$ cat src/rtl/bti_sram_pkg.sv
// bti_sram_pkg: shared arbiter state, port id type and port count for bti_sram_arb
package bti_sram_pkg;
  localparam int NUM_PORTS = 2;
  typedef enum logic {IDLE, PEND} arb_state_e;
  typedef logic port_id_t;
endpackage

$ cat src/rtl/bti_sram_if.sv
// bti_sram_if: bus_trans_if_t (req_vld/req_rdy/req_pkt{addr,wen,wdata}, rsp_vld/rsp_rdy/rsp_pkt{data}) and sram_if_t (addr/wen/wdata/rdata)
interface bus_trans_if_t #(parameter int AW = 32, parameter int DW = 32);
  logic req_vld;
  logic req_rdy;
  struct packed {logic [AW-1:0] addr; logic wen; logic [DW-1:0] wdata;} req_pkt;
  logic rsp_vld;
  logic rsp_rdy;
  struct packed {logic [DW-1:0] data;} rsp_pkt;
  modport master(output req_vld, req_pkt, rsp_rdy, input req_rdy, rsp_vld, rsp_pkt);
  modport slave(input req_vld, req_pkt, rsp_rdy, output req_rdy, rsp_vld, rsp_pkt);
endinterface

interface sram_if_t #(parameter int AW = 15, parameter int DW = 32);
  logic [AW-1:0] addr;
  logic wen;
  logic [DW-1:0] wdata;
  logic [DW-1:0] rdata;
  modport master(output addr, wen, wdata, input rdata);
  modport slave(input addr, wen, wdata, output rdata);
endinterface

$ cat src/rtl/bti_rr_arb2.sv
// bti_rr_arb2: 2-input round-robin picker; ports clk, rst, req[1:0], advance -> gnt[1:0]; ptr names the port favoured on a tie
module bti_rr_arb2
  import bti_sram_pkg::*;
(
  input  logic                 clk,
  input  logic                 rst,
  input  logic [NUM_PORTS-1:0] req,
  input  logic                 advance,
  output logic [NUM_PORTS-1:0] gnt
);
  port_id_t ptr;
  assign gnt[0] = req[0] & (~req[1] | ~ptr);
  assign gnt[1] = req[1] & (~req[0] | ptr);
  always_ff @(posedge clk) begin
    if (rst) ptr <= 1'b0;
    else if (advance) ptr <= gnt[0];
  end
endmodule

$ cat src/rtl/bti_sram_arb.sv
// bti_sram_arb: round-robin share of a 1-cycle-latency SRAM between bti0/bti1 (bus_trans_if_t.slave) onto sram_rw (sram_if_t.master), clk/rst sync active-high; BTI_SRAM_ARB_PERF_EN adds perf_gnt0/perf_gnt1/perf_stall
module bti_sram_arb
  import bti_sram_pkg::*;
#(
  parameter int AW      = 32,
  parameter int DW      = 32,
  parameter int SRAM_AW = 15
) (
  input  logic        clk,
  input  logic        rst,
  bus_trans_if_t.slave bti0,
  bus_trans_if_t.slave bti1,
  sram_if_t.master    sram_rw
`ifdef BTI_SRAM_ARB_PERF_EN
  ,
  output logic [31:0] perf_gnt0,
  output logic [31:0] perf_gnt1,
  output logic [31:0] perf_stall
`endif
);
  arb_state_e st, st_nxt;
  port_id_t pend_port, gport;
  logic [SRAM_AW-1:0] pend_addr;
  logic [NUM_PORTS-1:0] req, gnt;
  logic rsp_hs, accept, hs, g_wen;
  logic [AW-1:0] g_addr;
  logic [DW-1:0] g_wdata;
  logic unused_addr;
  assign req = {bti1.req_vld, bti0.req_vld};
  assign gport = gnt[1];
  assign rsp_hs = (st == PEND) & (pend_port ? bti1.rsp_rdy : bti0.rsp_rdy);
  assign accept = ~rst & ((st == IDLE) | rsp_hs);
  assign hs = accept & |req;
  assign unused_addr = ^{bti0.req_pkt.addr, bti1.req_pkt.addr};
  bti_rr_arb2 u_arb (
    .clk    (clk),
    .rst    (rst),
    .req    (req),
    .advance(hs),
    .gnt    (gnt)
  );
  always_comb begin
    g_addr = gport ? bti1.req_pkt.addr : bti0.req_pkt.addr;
    g_wen = gport ? bti1.req_pkt.wen : bti0.req_pkt.wen;
    g_wdata = gport ? bti1.req_pkt.wdata : bti0.req_pkt.wdata;
    st_nxt = hs ? PEND : rsp_hs ? IDLE : st;
    bti0.req_rdy = accept & gnt[0];
    bti1.req_rdy = accept & gnt[1];
    bti0.rsp_vld = (st == PEND) & ~pend_port;
    bti1.rsp_vld = (st == PEND) & pend_port;
    bti0.rsp_pkt.data = sram_rw.rdata;
    bti1.rsp_pkt.data = sram_rw.rdata;
    // while pending, keep re-reading the captured word so rdata stays stable under a stalled response
    sram_rw.addr = hs ? g_addr[SRAM_AW+1:2] : pend_addr;
    sram_rw.wen = hs & g_wen;
    sram_rw.wdata = g_wdata;
  end
  always_ff @(posedge clk) begin
    if (rst) begin
      st <= IDLE;
      pend_port <= 1'b0;
      pend_addr <= '0;
    end else begin
      st <= st_nxt;
      if (hs) begin
        pend_port <= gport;
        pend_addr <= g_addr[SRAM_AW+1:2];
      end
    end
  end
`ifdef BTI_SRAM_ARB_PERF_EN
  always_ff @(posedge clk) begin
    if (rst) begin
      perf_gnt0 <= '0;
      perf_gnt1 <= '0;
      perf_stall <= '0;
    end else begin
      perf_gnt0 <= perf_gnt0 + 32'(hs & gnt[0]);
      perf_gnt1 <= perf_gnt1 + 32'(hs & gnt[1]);
      perf_stall <= perf_stall + 32'(|req & ~hs);
    end
  end
`endif
endmodule
$ cat src/flat_wrapper.sv
// flat-port wrapper written by rule: the top's interface ports become plain ports
module bti_sram_arb_flat import bti_sram_pkg::*;
#(
  parameter int AW      = 32,
  parameter int DW      = 32,
  parameter int SRAM_AW = 15
)
  (clk, rst, bti0_req_vld, bti0_req_pkt, bti0_rsp_rdy, bti0_req_rdy, bti0_rsp_vld, bti0_rsp_pkt, bti1_req_vld, bti1_req_pkt, bti1_rsp_rdy, bti1_req_rdy, bti1_rsp_vld, bti1_rsp_pkt, sram_rw_addr, sram_rw_wen, sram_rw_wdata, sram_rw_rdata);
  bus_trans_if_t #(.AW(AW), .DW(DW)) bti0_i ();
  bus_trans_if_t #(.AW(AW), .DW(DW)) bti1_i ();
  sram_if_t #(.AW(AW), .DW(DW)) sram_rw_i ();
  input  logic clk;
  input  logic rst;
  input wire logic [$bits(bti0_i.req_vld)-1:0] bti0_req_vld;
  input wire logic [$bits(bti0_i.req_pkt)-1:0] bti0_req_pkt;
  input wire logic [$bits(bti0_i.rsp_rdy)-1:0] bti0_rsp_rdy;
  output wire logic [$bits(bti0_i.req_rdy)-1:0] bti0_req_rdy;
  output wire logic [$bits(bti0_i.rsp_vld)-1:0] bti0_rsp_vld;
  output wire logic [$bits(bti0_i.rsp_pkt)-1:0] bti0_rsp_pkt;
  input wire logic [$bits(bti1_i.req_vld)-1:0] bti1_req_vld;
  input wire logic [$bits(bti1_i.req_pkt)-1:0] bti1_req_pkt;
  input wire logic [$bits(bti1_i.rsp_rdy)-1:0] bti1_rsp_rdy;
  output wire logic [$bits(bti1_i.req_rdy)-1:0] bti1_req_rdy;
  output wire logic [$bits(bti1_i.rsp_vld)-1:0] bti1_rsp_vld;
  output wire logic [$bits(bti1_i.rsp_pkt)-1:0] bti1_rsp_pkt;
  output wire logic [$bits(sram_rw_i.addr)-1:0] sram_rw_addr;
  output wire logic [$bits(sram_rw_i.wen)-1:0] sram_rw_wen;
  output wire logic [$bits(sram_rw_i.wdata)-1:0] sram_rw_wdata;
  input wire logic [$bits(sram_rw_i.rdata)-1:0] sram_rw_rdata;
  assign bti0_i.req_vld = bti0_req_vld;
  assign bti0_i.req_pkt = bti0_req_pkt;
  assign bti0_i.rsp_rdy = bti0_rsp_rdy;
  assign bti0_req_rdy = bti0_i.req_rdy;
  assign bti0_rsp_vld = bti0_i.rsp_vld;
  assign bti0_rsp_pkt = bti0_i.rsp_pkt;
  assign bti1_i.req_vld = bti1_req_vld;
  assign bti1_i.req_pkt = bti1_req_pkt;
  assign bti1_i.rsp_rdy = bti1_rsp_rdy;
  assign bti1_req_rdy = bti1_i.req_rdy;
  assign bti1_rsp_vld = bti1_i.rsp_vld;
  assign bti1_rsp_pkt = bti1_i.rsp_pkt;
  assign sram_rw_addr = sram_rw_i.addr;
  assign sram_rw_wen = sram_rw_i.wen;
  assign sram_rw_wdata = sram_rw_i.wdata;
  assign sram_rw_i.rdata = sram_rw_rdata;
  bti_sram_arb #(.AW(AW), .DW(DW), .SRAM_AW(SRAM_AW)) u_core (.clk(clk), .rst(rst), .bti0(bti0_i), .bti1(bti1_i), .sram_rw(sram_rw_i));
endmodule
$ cat config.mk
export PLATFORM = sky130hd
export DESIGN_NAME = bti_sram_arb_flat
export DESIGN_NICKNAME = d
export VERILOG_FILES = /design/src/rtl/bti_sram_pkg.sv /design/src/rtl/bti_sram_if.sv /design/src/rtl/bti_rr_arb2.sv /design/src/rtl/bti_sram_arb.sv /design/src/flat_wrapper.sv
export SDC_FILE = /design/constraint.sdc
export NUM_CORES = 1
export LEC_CHECK = 0
export CORE_AREA = 10 10 108 110
export CTS_CLUSTER_DIAMETER = 80
export CTS_CLUSTER_SIZE = 8
export DETAILED_ROUTE_END_ITERATION = 8
export DIE_AREA = 0 0 118 120
export HOLD_SLACK_MARGIN = 0.15
export PLACE_DENSITY = 0.76
export SLEW_MARGIN = 5
export SYNTH_ARGS = -nofsm -noshare
export SYNTH_HDL_FRONTEND = slang
export SYNTH_SLANG_ARGS = --single-unit
export TNS_END_PERCENT = 5
$ cat constraint.sdc
create_clock -name clk -period 1.75 [get_ports clk]
set_input_delay 0.35 -clock clk [delete_from_list [all_inputs] [get_ports clk]]
set_output_delay 0.35 -clock clk [all_outputs]
set_load 0.005 [all_outputs]
======== Yosys cells after proc, flatten, opt, wreduce, memory -nomap -nowiden ========
Index checks and enable logic that the tools add are counted.
cells by class
  muxes and demuxes ....................... 7
  bitwise logic cells ..................... 19
  reduce and logical (&&, ||, !) cells .... 2
operator list
  kind                number
  $mux W32            1
  $mux W17            1
  $mux W15            1
  $and A1 B1 Y1       10
  $not A1 Y1          6
  $mux W1             4
  $or A1 B1 Y1        3
  $reduce_bool A2 Y1  1
  $reduce_or A2 Y1    1
word-level totals
  register bits ........................... 18
  bits of input ports ..................... 168
  output and inout port bits .............. 133

======== Logic depth before layout (Yosys ltp) ========
  word-level depth ........................ 6
  mapped depth ............................ 5

======== Hierarchy ========
From an unflattened synthesis, not the netlist that was laid out.
unflattened totals
  cells, all modules ...................... 245
  area, all modules ....................... 2,112.0 µm²
modules (own cells, without submodules)
  module        instances  cells each  area each (µm²)  sequential area each (µm²)
  bti_sram_arb  1          238         2,044.5          340.3
  bti_rr_arb2   1          7           67.6             20.0

======== Worst setup path after synthesis ========
No wires, ideal clock.
  path type ............................... reg2out
  start point ............................. reg u_core.pend_port
  end point ............................... out sram_rw_addr[10]
  arrival ................................. 1.204 ns
  required time ........................... 1.400 ns
  setup slack ............................. 0.196 ns
  cell stages (with the launch flop) ...... 5
  buffers on the path ..................... 1
  cells stage by stage .................... dfxtp_1 mux2i_2 a211oi_4 buf_4 a21oi_2
on the way
  longest elaborated chain between the ends .. 6
RTL lines
  item                      line                text
  start: declaration        bti_sram_arb.sv:22  port_id_t pend_port, gport;
  start signal: assignment  bti_sram_arb.sv:66  pend_port <= gport;
  $mux W1                   bti_sram_arb.sv:31  assign rsp_hs = (st == PEND) & (pend_port ? bti1.rsp_rdy : bti0.rsp_rdy);
  $and A1 B1 Y1             bti_sram_arb.sv:31
  $or A1 B1 Y1              bti_sram_arb.sv:32  assign accept = ~rst & ((st == IDLE) | rsp_hs);
  $and A1 B1 Y1             bti_sram_arb.sv:32
  $and A1 B1 Y1             bti_sram_arb.sv:33  assign hs = accept & |req;
  $mux W15                  bti_sram_arb.sv:54  sram_rw.addr = hs ? g_addr[SRAM_AW+1:2] : pend_addr;
  end: declaration          flat_wrapper.sv:26  output wire logic [$bits(sram_rw_i.addr)-1:0] sram_rw_addr;
Every way passes these cells.

======== Worst setup path in the final report ========
  start point ............................. reg u_core.pend_port
  end point ............................... out sram_rw_addr[4]
The elaborated chain is that of the path after synthesis.

==> metrics.cfg <==
[outcome]
outcome = finished, violations left
violations = setup timing

[floorplan]
num_io_pins = 301
core_um2 = 9549
num_rows = 36
die_area_um2 = 14160
die_w_um = 118
die_h_um = 120
initial_core_util_pct = 22.12

[yosys]
synth-xor-area-share_pct = 0
synth-simple-area-share_pct = 8.175
synthAdderAreaFrac_pct = 0
synthArstFlopShare_pct = 0
synth_top_family_by_area = buffers and inverters
synth_mux_area_share_pct = 25.30
yosys_warnings = 0
ys_seq_area_share_pct = 17.06
synthFlopType = dfxtp_1
synth_compound_area_share_pct = 15.52
syn-instance-count = 240
avgSynthCellArea_um2 = 8.800
synth_edf_count = 0
synth_seq_cells = 18
synth_area_um2 = 2112
synth_cell_types = 26

[clock_network]
cts_hold_buf = 0
cts_buffer_depth = 2
htreeDepth = 1
cts_root_buffer = clkbuf_8
cts_tree = built
clk_pin_slew_ps = 80
clock_latency_ps = 260
cts.sinks = 18
cts_buffers = 3

[sta]
setup_viol = 50
skew_ps = 4.459
hold_viol = 0
fin_ws_ps = -376.2
fmax_ghz = 0.4703
finalCritPeriodShare_pct = 121.5
min_period_ps = 2126
slew_violations = 0
rsz0062_at_grt = true

[power_and_ir_drop]
p_leak_uw = 0.001715
ir_drop_v = 0.0003052
power_density_nw_per_um2 = 497.9

[route]
viasPerCell = 4.092
maxUsedRoutingLayer = met4
route.detailed.wl_per_inst_um = 16.85
wl_met3_um = 956
drtAntennaViolNets = 0
post-route-drc-count = 0
dr_wl_met2_um = 4525
vias = 2087
drtIter0Drc = 47
drt_pass1_iterations = 4
met1_length_um = 2905
postRouteWirelength_um = 8596

[min_path]
min_from = bti1_req_vld
hold_end = u_core.u_arb.ptr
min_path_cells = 2
worstHoldPathType = primary input to register

[final_layout]
final_common_cell = clkdlybuf4s50_1
area_delta_synth_final_pct = 83.77
n_antenna_cell = 0
mostFrequentLayoutCells = clkdlybuf4s50_1 (96), buf_4 (36), buf_2 (31)
layout-drive-gt1-share_pct = 49.34
utilization_pct = 40.64
fin_nets = 546

[placed_design]
numPortBuffers = 153
pre_cts_ws_ps = -932.5
place_congestion = 0.7071
dp_hpwl_um = 7016

[grt]
grt_start_max_net_pins = 20
grt_pass1_vias = 2444
antenna_found_initial = 0
grtUsageTotal_pct = 11.58
overflow = 0
grt_first_pass_wirelength_um = 13120

[critical_path]
r2r_start = u_core.pend_port
critical_path.top_delay_family = buffers and inverters
rr_endpoint = u_core.pend_addr[7]
path_cells = mux2i_4 -> a211oi_4 -> buf_4 -> buf_6 -> buf_16 -> buf_8 -> a21oi_2 -> buf_2
critPathSlowestCell = dfxtp_2
cp_max_fo = 5
cp-end-kind = output pin
arrival_ps = 1780
required_ps = 1400
critPathBufInv = 5
worst-path-stages = 8
reg2regPathDepth = 7
worst-setup-path-type = register to output pin
cpPeakStageDelay_ps = 370
crit_path_start_kind = register
ff2ff_setup_slack_ps = 140

[run]
maxCapViolCount = 0

power breakdown:
group	total, uW	internal [uW]	switching, uW
sequential	479	451	28.0
combinational	1080	693	390
clock	370	200	170
synth_stat cells, types with 3 or more instances:
master / number / share of area [%]
a211oi_2: 4 / 2.4
nor2_1: 31 / 5.5
buf_2: 3 / 0.71
mux2i_1: 16 / 7.6
buf_6: 5 / 2.7
buf_4: 84 / 30
a211oi_1: 11 / 3.9
a21oi_2: 15 / 6.2
dfxtp_1: 18 / 17
mux2_2: 32 / 17
cells by family after synthesis:
group,after synthesis
AOI/OAI and AO/OA,36
and+or+nand+nor,41
other,1
buffers and inverters,95
muxes,49
DFF,18
per-layer routing:
metal | vias up | track usage [%]
met1 | 941 | 10.29
li1 | 997 | -
met3 | 33 | 6.048
met5 | - | 0
met2 | 116 | 21.91
met4 | 0 | 4.250
final cells by class:
| cell class | instances | area, um2 |
|---|---|---|
| Multi-Input combinational cell | 143 | 1274 |
| Sequential cell | 18 | 366.6 |
| Timing Repair Buffer | 211 | 2016 |
| Clock buffer | 4 | 55.05 |
| Tap cell | 133 | 166.4 |
| Inverter | 1 | 3.754 |
| Fill cell | 958 | 5668 |
metrics by stage:
| stage | std cells | TNS, ps | hold slack (ps) | cell area, um2 | power (uW) |
|---|---|---|---|---|---|
| global placement | 490 | -43410 | 485.9 | 3533 | 1468 |
| CTS | 508 | -11940 | 463.6 | 3851 | 1958 |
| detailed placement | 490 | -46450 | 495.1 | 3533 | 1486 |
| global route | 510 | -13670 | 478.6 | 3881 | 2054 |
| floorplan | 256 | 0 | 466.1 | 2172 | 992.5 |
| finish | 510 | -10730 | 474.2 | 3881 | 1933 |
state kept, by name (all words and copies together) (netlist names):
name and cells:
u_core.st 1, u_core.u_arb.ptr 1, u_core.pend_addr 15, u_core.pend_port 1
how the worst max path moves through the flow:
stage                     start          endpoint  slack, ps
2_1_floorplan  u_core.pend_port  sram_rw_addr[10]        200
3_3_place_gp       bti0_req_vld   sram_rw_addr[7]       -840
3_5_place_dp       bti0_req_vld   sram_rw_addr[4]       -930
4_1_cts        u_core.pend_port   sram_rw_addr[4]       -450
5_1_grt        u_core.pend_port  sram_rw_addr[11]       -440
6_report       u_core.pend_port   sram_rw_addr[4]       -380
repair_timing:
item	in CTS	in global routing
setup buffers	11	2
setup endpoints to repair	60	51
pin swaps	3	4
resized for setup	262	12
cloned	3	0
No activity file was read; power rests on OpenSTA's default activity.
